==> config.mk <==
export PLATFORM = sky130hd
export DESIGN_NAME = multicycle_control
export DESIGN_NICKNAME = d
export VERILOG_FILES = /design/src/rtl/mc_ctrl_pkg.sv /design/src/rtl/mc_ctrl_outdec.sv /design/src/rtl/multicycle_control.sv
export SDC_FILE = /design/constraint.sdc
export NUM_CORES = 1
export LEC_CHECK = 0
export ABC_CLOCK_PERIOD_IN_PS = 2100
export CORE_MARGIN = 1.5
export CORE_UTILIZATION = 38
export CTS_BUF_LIST = sky130_fd_sc_hd__clkbuf_4 sky130_fd_sc_hd__clkbuf_8
export DETAILED_ROUTE_END_ITERATION = 16
export PLACE_DENSITY = 0.69
export SLEW_MARGIN = 20
export SYNTH_ARGS = -nofsm -noshare
export SYNTH_HDL_FRONTEND = slang
export SYNTH_HIERARCHICAL = 1
export SYNTH_SLANG_ARGS = --single-unit
==> constraint.sdc <==
create_clock -name clk -period 2.1 [get_ports clk]
set_input_delay 0.42 -clock clk [delete_from_list [all_inputs] [get_ports clk]]
set_output_delay 0.42 -clock clk [all_outputs]
set_load 0.01 [all_outputs]
==> src/rtl/mc_ctrl_pkg.sv <==
// mc_ctrl_pkg: states, opcodes and control-field encodings for multicycle_control.
// The TRAP state only exists when MCCTRL_ILLEGAL_TRAP_EN is defined.
package mc_ctrl_pkg;
  typedef enum logic [2:0] {
    S_FETCH,
    S_DECODE,
    S_EXEC,
    S_MEM,
    S_WB
`ifdef MCCTRL_ILLEGAL_TRAP_EN
    , S_TRAP
`endif
  } state_t;
  localparam logic [5:0] OP_R    = 6'h00;
  localparam logic [5:0] OP_ADDI = 6'h08;
  localparam logic [5:0] OP_LW   = 6'h23;
  localparam logic [5:0] OP_SW   = 6'h2B;
  localparam logic [5:0] OP_BEQ  = 6'h04;
  localparam logic [5:0] OP_J    = 6'h02;
  localparam logic [1:0] ALU_ADD   = 2'd0;
  localparam logic [1:0] ALU_SUB   = 2'd1;
  localparam logic [1:0] ALU_FUNCT = 2'd2;
  localparam logic [1:0] SRCB_REG  = 2'd0;
  localparam logic [1:0] SRCB_ONE  = 2'd1;
  localparam logic [1:0] SRCB_SEXT = 2'd2;
  localparam logic [1:0] SRCB_ZEXT = 2'd3;
  localparam logic [1:0] PC_ALU = 2'd0;
  localparam logic [1:0] PC_BR  = 2'd1;
  localparam logic [1:0] PC_JMP = 2'd2;
  typedef struct packed {
    logic       reg_write;
    logic       reg_dst;
    logic       alu_src_a;
    logic       mem_write;
    logic       mem_to_reg;
    logic       beq;
    logic [1:0] alu_src_b;
    logic [1:0] pc_src;
    logic       pc_write;
    logic       ir_write;
    logic [1:0] alu_op;
    logic       illegal;
  } ctrl_t;
  function automatic logic is_legal(input logic [5:0] op);
    return op inside {OP_R, OP_ADDI, OP_LW, OP_SW, OP_BEQ, OP_J};
  endfunction
endpackage

==> src/rtl/mc_ctrl_outdec.sv <==
// mc_ctrl_outdec: decodes (state, latched opcode, mem_ready) into every control output.
// Only the FETCH strobes look at mem_ready; everything else is Moore.
module mc_ctrl_outdec
  import mc_ctrl_pkg::*;
#(
  parameter int OPW = 6
) (
  input  logic           en,
  input  state_t         state,
  input  logic [OPW-1:0] op,
  input  logic           mem_ready,
  output ctrl_t          c
);
  always_comb begin
    c = '0;
    if (en)
      case (state)
        S_FETCH: begin
          c.alu_src_b = SRCB_ONE;
          c.pc_write  = mem_ready;
          c.ir_write  = mem_ready;
        end
        S_DECODE: begin
          c.alu_src_b = SRCB_SEXT;
          c.pc_write  = op == OP_J;
          c.pc_src    = op == OP_J ? PC_JMP : PC_ALU;
        end
        S_EXEC: begin
          c.alu_src_a = 1'b1;
          c.alu_src_b = (op == OP_R || op == OP_BEQ) ? SRCB_REG : SRCB_SEXT;
          c.alu_op    = op == OP_R ? ALU_FUNCT : op == OP_BEQ ? ALU_SUB : ALU_ADD;
          c.beq       = op == OP_BEQ;
          c.pc_src    = op == OP_BEQ ? PC_BR : PC_ALU;
        end
        S_MEM: c.mem_write = op == OP_SW;
        S_WB: begin
          c.reg_write  = 1'b1;
          c.reg_dst    = op == OP_R;
          c.mem_to_reg = op == OP_LW;
        end
`ifdef MCCTRL_ILLEGAL_TRAP_EN
        S_TRAP: c.illegal = 1'b1;
`endif
        default: c = '0;
      endcase
  end
endmodule

==> src/rtl/multicycle_control.sv <==
// multicycle_control: FETCH/DECODE/EXEC/MEM/WB sequencer driving the Datapath controls.
// Define MCCTRL_ILLEGAL_TRAP_EN to lock illegal opcodes into a TRAP state until reset.
module multicycle_control
  import mc_ctrl_pkg::*;
#(
  parameter int OPW = 6
) (
  input  logic           clk,
  input  logic           rst_n,
  input  logic [OPW-1:0] opcode,
  input  logic           mem_ready,
  output logic           SelectIns,
  output logic           RegWrite,
  output logic           RegDst,
  output logic           ALUSrcA,
  output logic           MemWrite,
  output logic           MemtoReg,
  output logic           BEQ,
  output logic [1:0]     ALUSrcB,
  output logic [1:0]     PCSrc,
  output logic           PCWrite,
  output logic           IRWrite,
  output logic [1:0]     ALUOp,
  output logic           illegal
);
`ifdef MCCTRL_ILLEGAL_TRAP_EN
  localparam state_t ILL_NEXT = S_TRAP;
`else
  localparam state_t ILL_NEXT = S_FETCH;
`endif
  state_t         state_q, state_d;
  logic [OPW-1:0] op_q, op_d;
  logic           run_q;
  ctrl_t          c;
  // run_q holds outputs and state idle for the first cycle after reset release
  always_comb begin
    op_d    = (run_q && state_q == S_FETCH && mem_ready) ? opcode : op_q;
    state_d = state_q;
    if (run_q)
      case (state_q)
        S_FETCH:  state_d = mem_ready ? S_DECODE : S_FETCH;
        S_DECODE: state_d = op_q == OP_J ? S_FETCH : is_legal(op_q) ? S_EXEC : ILL_NEXT;
        S_EXEC:   state_d = op_q == OP_BEQ ? S_FETCH :
                            (op_q == OP_LW || op_q == OP_SW) ? S_MEM : S_WB;
        S_MEM:    state_d = !mem_ready ? S_MEM : op_q == OP_LW ? S_WB : S_FETCH;
`ifdef MCCTRL_ILLEGAL_TRAP_EN
        S_TRAP:   state_d = S_TRAP;
`endif
        default:  state_d = S_FETCH;
      endcase
  end
  always_ff @(posedge clk or negedge rst_n) begin
    if (!rst_n) begin
      state_q <= S_FETCH;
      op_q    <= '0;
      run_q   <= 1'b0;
    end else begin
      state_q <= state_d;
      op_q    <= op_d;
      run_q   <= 1'b1;
    end
  end
  mc_ctrl_outdec #(.OPW(OPW)) u_outdec (
    .en        (run_q),
    .state     (state_q),
    .op        (op_q),
    .mem_ready (mem_ready),
    .c         (c)
  );
  assign SelectIns = 1'b0;
  assign RegWrite  = c.reg_write;
  assign RegDst    = c.reg_dst;
  assign ALUSrcA   = c.alu_src_a;
  assign MemWrite  = c.mem_write;
  assign MemtoReg  = c.mem_to_reg;
  assign BEQ       = c.beq;
  assign ALUSrcB   = c.alu_src_b;
  assign PCSrc     = c.pc_src;
  assign PCWrite   = c.pc_write;
  assign IRWrite   = c.ir_write;
  assign ALUOp     = c.alu_op;
  assign illegal   = c.illegal;
endmodule

==> results.md, run 1 <==
* Status: finished, final reports clean
* Die width at 47.1 um
* Total gr overflow at 0
* Vias/cell at 4.97
* Syn nets at 85
* Clock Latency Late Sink at 0.26 ns
* Sink Count at 10
* Critical Path RT at 1.68 ns
* Synth area leader: dfrtp_1
* Crit-path max FO at 4
* # hold bufs at CTS at 0
* Post-synthesis sequential area ratio at around 34%
* Pin count of the biggest net entering global routing at 11
* Slew Viols, Final at 0
* Reg-to-Reg End: op_q[3]
* Die H at roughly 47 um
* RSZ-0062 raised after global routing: no
* Core area at 0.00178 mm2
* Row Count at 15
* Post-synthesis cell count at 76
* Yosys reg bits at 10
* Max stage delay cell, worst path: dfrtp_1
* Routed via count at 676
* Synthesis-to-finish area growth at 44.0%
* Register area at roughly 250 um2
* Final min period at ~2 ns
* Initial core utilization at between 40% and 50%
* Max-capacitance violation count at 0
* DRT iter0 DRCs at 10
* Final WL at 1550 um
* Placer Congestion at 0.731
* P per Cell Area at approximately 1100 mW/mm2
* Hold Crit Class: in2async
* Dpl hpwl at ~1200 um
* TritonCTS clock tree: built
* Worst vdd ir at 0.557 mV
* Largest stage delay on the critical path at 0.40 ns
* Post-synthesis async set-or-reset flop share at 100%
* Initial antenna violation count at 0
* WP data arrival at between 1.5 and 2 ns
* Fill cells at 159
* First-pass GRT wire length at about 2400 um
* Routed len/inst at 11.4 um
* Setup TNS at 0 ns
* Primary FF master, synth: dfrtp_1
* Placement Cell Area at 0.00104 mm2
* Worst-path cell chain: nor4_4, nand3_1, a21oi_1, dlygate4sd2_1
* Final ANT Viol Nets at 0
* Layout net count at approximately 120
* Synth top area cells: dfrtp_1, mux2_4, nor2_1
* Met3 WL at about 59 um
* EDFF count, synth at 0
* Share of cells above drive strength 1 at 36.0%
* CTS clk-pin slew, worst paths at 0.06 ns
* Final setup vio count at 0
* Worst flop-to-flop path startpoint: state_q[0]
* CP Launch Type: flip-flop
* Crit Path Class: reg2out
* FF-to-FF setup slack at 0.35 ns
* Worst r2r path cells at 3
* Clock buffer depth at 2
* Top cells by count, synth: dfrtp_1, nor2_1, mux2_4, inv_1, nor3_1
* Final Skew at ~0.0028 ns
* Count of input and output buffers at 22
* Vias in the first global route at roughly 580
* Crit share post-route at 94.3%
* Synth top area share at 33.8%
* Uppermost routed layer: met4
* Design Area, Final at about 0.0011 mm2
* Avg Inst Size Synth at 9.73 um2
* Yosys cell types at 38
* Syn Std Cell Area at about 740 um2
* Total GRT Usage at 15.7%
* Clock root cell: clkbuf_4
* Antenna fix cells at 0
* Hold Vio Cnt, Final at 0
* Final total power at roughly 0.0012 W
* Synth warn at 6
* Worst Setup End Kind: output port
* WL met2 at roughly 730 um
* M1 WL at 727 um
* Max H-tree Level at 1
* Max Fclk at 505 MHz
* Footprint of the multi-input gates at 445 um2
* I/O pin cnt at 25
* Remaining DRCs at 0
* Lkg Pwr at about 0.55 nW
* Drt first pass iters at 4
* Die area at 0.00222 mm2
* CTS buffer count at 3
* Most frequent cell after synthesis: dfrtp_1
-- metrics by stage --
stage	cells	setup slack (ns)	util, %	hold slack, ns
final	136	0.119	59.7	0.472
after global routing	136	0.0166	59.7	0.501
after CTS	135	0.00445	60.2	0.486
after detailed placement	129	0.00461	58.2	0.624
after global placement	129	0.0426	58.2	0.615
after floorplan	76	0.408	-	0.124
-- metal layers --
layer / vias to the layer above / GRT usage, %
li1: 343 / -
met1: 307 / 18.1
met2: 22 / 26.0
met3: 4 / 2.31
met4: 0 / 12.2
met5: - / 0
-- layout by cell type (no fill, tap or decap), types with 2 or more instances in the layout --
master / n
clkdlybuf4s50_1: 8
nor3_1: 4
nand2_1: 3
inv_1: 4
buf_4: 15
mux2_4: 6
conb_1: 3
nand3_1: 2
dlymetal6s2s_1: 2
and3_1: 3
o21ai_0: 2
nor4_1: 2
clkbuf_2: 6
dlygate4sd2_1: 6
dfrtp_1: 10
nor2_1: 6
clkbuf_4: 3
nand4b_1: 3
-- flip-flops by register name, summed over array words and instances, names as in the netlist --
name and flops:
state_q 3, op_q 6, run_q 1
-- power by group --
part	switching (W)	total, W	leakage, nW	internal [W]
logic	0.000297	0.000706	0.417	0.000408
registers	0.0000971	0.000374	0.121	0.000277
clock network	0.0000605	0.000126	0.0138	0.0000660
total	0.000455	0.00121	0.552	0.000751
-- cell type report --
type | instances | area share, %
Timing Repair Buffer | 37 | 28.2
Tap cell | 25 | 2.94
Inverter | 4 | 1.41
Multi-Input combinational cell | 57 | 41.8
Clock buffer | 3 | 2.12
Sequential cell | 10 | 23.5
-- critical path, delay by kind of cell (launching register included) --
| kind | cells | cell delay [ns] |
|---|---|---|
| flip-flops | 1 | 0.40 |
| buffers and inverters | 1 | 0.28 |
| AND/OR/NAND/NOR | 2 | 0.46 |
| AO/OA/AOI/OAI | 1 | 0.15 |
-- cell families (layout without fill, tap and decap cells) --
logic type	count (synthesis)	count (layout)	synth area share [%]
mux	6	6	12.2
other cells	3	3	1.52
compound gates	11	11	11.7
simple gates	37	37	34.0
buf+inv	9	44	6.77
flops	10	10	33.8
-- how the worst max path moves through the flow --
stage / slack, ns / to / cells after the start / startpoint
2_1_floorplan: 0.41 / PCSrc[1] / 3 / run_q
3_3_place_gp: 0.04 / ALUOp[1] / 4 / op_q[0]
3_5_place_dp: 0.005 / ALUSrcB[1] / 4 / state_q[1]
4_1_cts: 0.004 / ALUSrcB[1] / 4 / state_q[1]
5_1_grt: 0.02 / PCWrite / 4 / op_q[0]
6_report: 0.12 / PCWrite / 4 / op_q[0]
-- timing repair --
action	in CTS	in global routing
pin swaps	0	1
buffers inserted	3	1
gates cloned	0	0
resized for setup	14	17
setup endpoints to repair	13	8
Power figures use the tool's default switching activity.
==> run 2: changes to the inputs <==
CORE_MARGIN = 4   (was 1.5)
CORE_UTILIZATION = 40   (was 38)
PLACE_DENSITY = 0.72   (was 0.69)
==> run 2 against run 1 <==
Net effect:
- clock skew rose by 0.0013 ns
- critical path type unchanged
- sequential share of layout area decreased by 0.45 points
- non-clock buffer count increased by 2
==> results.md, run 2 (synthesis gave the netlist of run 1 again) <==
* Crit-path max FO at 4 (unchanged)
* Placer Congestion at 0.747 (+2.2%)
* Max reg flops at 6 (unchanged)
* Hold Vio Cnt, Final at 0 (unchanged)
* Pin count of the biggest net entering global routing at 11 (unchanged)
* FF-to-FF setup slack at 0.33 ns (-0.02 ns)
* Drt first pass iters at 4 (unchanged)
* Synthesis-to-finish area growth at 47.5%
* Count of input and output buffers at 22 (unchanged)
* Final min period at 2.03 ns (+0.0528 ns)
* Status: finished, final reports clean
* Max-capacitance violation count at 0 (unchanged)
* WP data arrival at 1.61 ns (+0.05 ns)
* Vias/cell at 5.28 (+6.1%)
* Setup crit start: op_q[0]
* DRT iter0 DRCs at 8 (-2)
* Critical Path RT at 1.68 ns (about the same)
* Post-route insts no fill at 138 (+1.5%)
* Most frequent cells in the layout: buf_4, dfrtp_1, clkdlybuf4s50_1
* Clock root cell: clkbuf_4
* Crit Path Class: reg2out
* Initial core utilization at 42.4% (+0.89 points)
* Slew Viols, Final at 0 (unchanged)
* Lkg Pwr at 0.562 nW (+1.8%)
* Final WL at 1860 um (+20%)
* Vias in the first global route at 644 (+11%)
* Top reg by flops: op_q
* Crit share post-route at 96.8% (+2.5 points)
* RSZ-0062 raised after global routing: yes
* CP Launch Type: flip-flop
* Layout net count at 124 (+1.6%)
* Largest registers: op_q: 6 flops, state_q: 3 flops, run_q: 1 flops
* Worst vdd ir at 0.678 mV (+22%)
* Total GRT Usage at 14.6% (-1.1 points)
* Final ANT Viol Nets at 0 (unchanged)
* Worst Setup End Kind: output port
* Routed len/inst at 13.4 um (+18%)
* Hold Crit Class: in2async
* Worst r2r path cells at 3 (unchanged)
* CTS clk-pin slew, worst paths at 0.06 ns (about the same)
* Placed cells at 130 (+0.78%)
* Max Fclk at 492 MHz (-2.6%)
* Die width at 51.0 um (+8.2%)
* Total gr overflow at 0 (unchanged)
* First-pass GRT wire length at 2870 um (+19%)
* Initial antenna violation count at 0 (unchanged)
* Design Area, Final at 0.00109 mm2 (+2.5%)
* Reg-to-Reg End: op_q[1]
* Routed via count at 728 (+7.7%)
* Final setup vio count at 0 (unchanged)
* Worst flop-to-flop path startpoint: state_q[0]
* Sink Count at 10 (unchanged)
* Core area at 0.00175 mm2 (-2.1%)
* Max H-tree Level at 1 (unchanged)
* Final Skew at 0.00413 ns (+0.00130 ns)
* Clock buffer depth at 2 (unchanged)
* Clock Latency Late Sink at 0.27 ns (about the same)
* Final total power at 0.00123 W (+2.3%)
* I/O pin cnt at 25 (unchanged)
* Remaining DRCs at 0 (unchanged)
* Share of cells above drive strength 1 at 38.9% (+2.9 points)
* CTS buffer count at 3 (unchanged)
* Die area at 0.00260 mm2 (+17%)
* Die H at 51.0 um (+8.2%)
* P per Cell Area at 1130 mW/mm2 (-0.17%)
* TritonCTS clock tree: built
* # hold bufs at CTS at 0 (unchanged)
* Placement Cell Area at 0.00105 mm2 (+0.72%)
* Fill cells at 158 (-0.63%)
* Dpl hpwl at 1440 um (+17%)
* Antenna fix cells at 0 (unchanged)
* Most common cell after layout, fill and taps aside: buf_4
* Row Count at 15 (unchanged)
==> run 2: changes by cell type in the layout (fill, tap and decap cells not counted), sizes merged <==
cell | before | now
buf | 15 | 20
clkbuf | 9 | 6
clkdlybuf4s15 | 0 | 1
dlygate4sd2 | 6 | 5
==> run 2: timing repair <==
| item | in CTS | in global routing |
|---|---|---|
| pin swaps | 1 | 3 |
| setup endpoints to repair | 13 | 7 |
| resized for setup | 24 | 12 |
| buffers inserted | 3 | 2 |
| hold endpoints to repair | 0 | 0 |
==> run 2: per-layer routing <==
| metal | routed length [um] | part of all wire [%] | up-vias | GRT usage [%] |
|---|---|---|---|---|
| li1 | - | - | 350 | - |
| met1 | 812 | 44 | 343 | 17.6 |
| met2 | 871 | 47 | 30 | 25.8 |
| met3 | 135 | 7.3 | 5 | 1.75 |
| met4 | 36 | 1.9 | 0 | 6.73 |
| met5 | 0 | 0 | - | 0 |
==> run 2: worst max path at each step <==
stage / cells after the start / endpoint / slack [ns]
6_report: 6 / ALUSrcB[1] / 0.07
3_3_place_gp: 4 / PCSrc[1] / 0.04
3_5_place_dp: 4 / ALUOp[1] / -0.02
4_1_cts: 5 / BEQ / 0.004
2_1_floorplan: 3 / PCSrc[1] / 0.41
5_1_grt: 6 / ALUSrcB[1] / -0.02
==> run 2: layout make-up <==
cell class	count	area, um2	share of cell area, %
sequential	10	251	23.1
timing repair buffer	39	317	29.0
inverter	4	15.0	1.38
clock buffer	3	22.5	2.06
tap	25	31.3	2.87
multi-input combinational	57	454	41.6
==> run 2: worst max-delay path, cell delays in order, from the launching register on <==
cell and delay (ns):
dfrtp_1 0.40, nor4_4 0.36, and2b_1 0.18, buf_4 0.11, buf_4 0.09, o31ai_1 0.05
buf_2 0.15
==> run 2: per-stage QoR <==
stage / hold slack, ns / util [%] / TNS, ns / worst slack, ns
2_1_floorplan: 0.124 / - / 0 / 0.408
3_3_place_gp: 0.627 / 59.9 / 0 / 0.0414
3_5_place_dp: 0.656 / 59.9 / -0.0168 / -0.0168
4_1_cts: 0.483 / 62.1 / 0 / 0.00440
5_1_grt: 0.519 / 62.5 / -0.0241 / -0.0241
6_report: 0.470 / 62.5 / 0 / 0.0664
==> run 2: report_power, final <==
group | leakage (nW) | total [W] | switching (W) | internal, W
Combinational | 0.428 | 0.000722 | 0.000319 | 0.000403
Clock | 0.0138 | 0.000134 | 0.0000674 | 0.0000664
Sequential | 0.120 | 0.000378 | 0.0000997 | 0.000279
Total | 0.562 | 0.00123 | 0.000486 | 0.000748
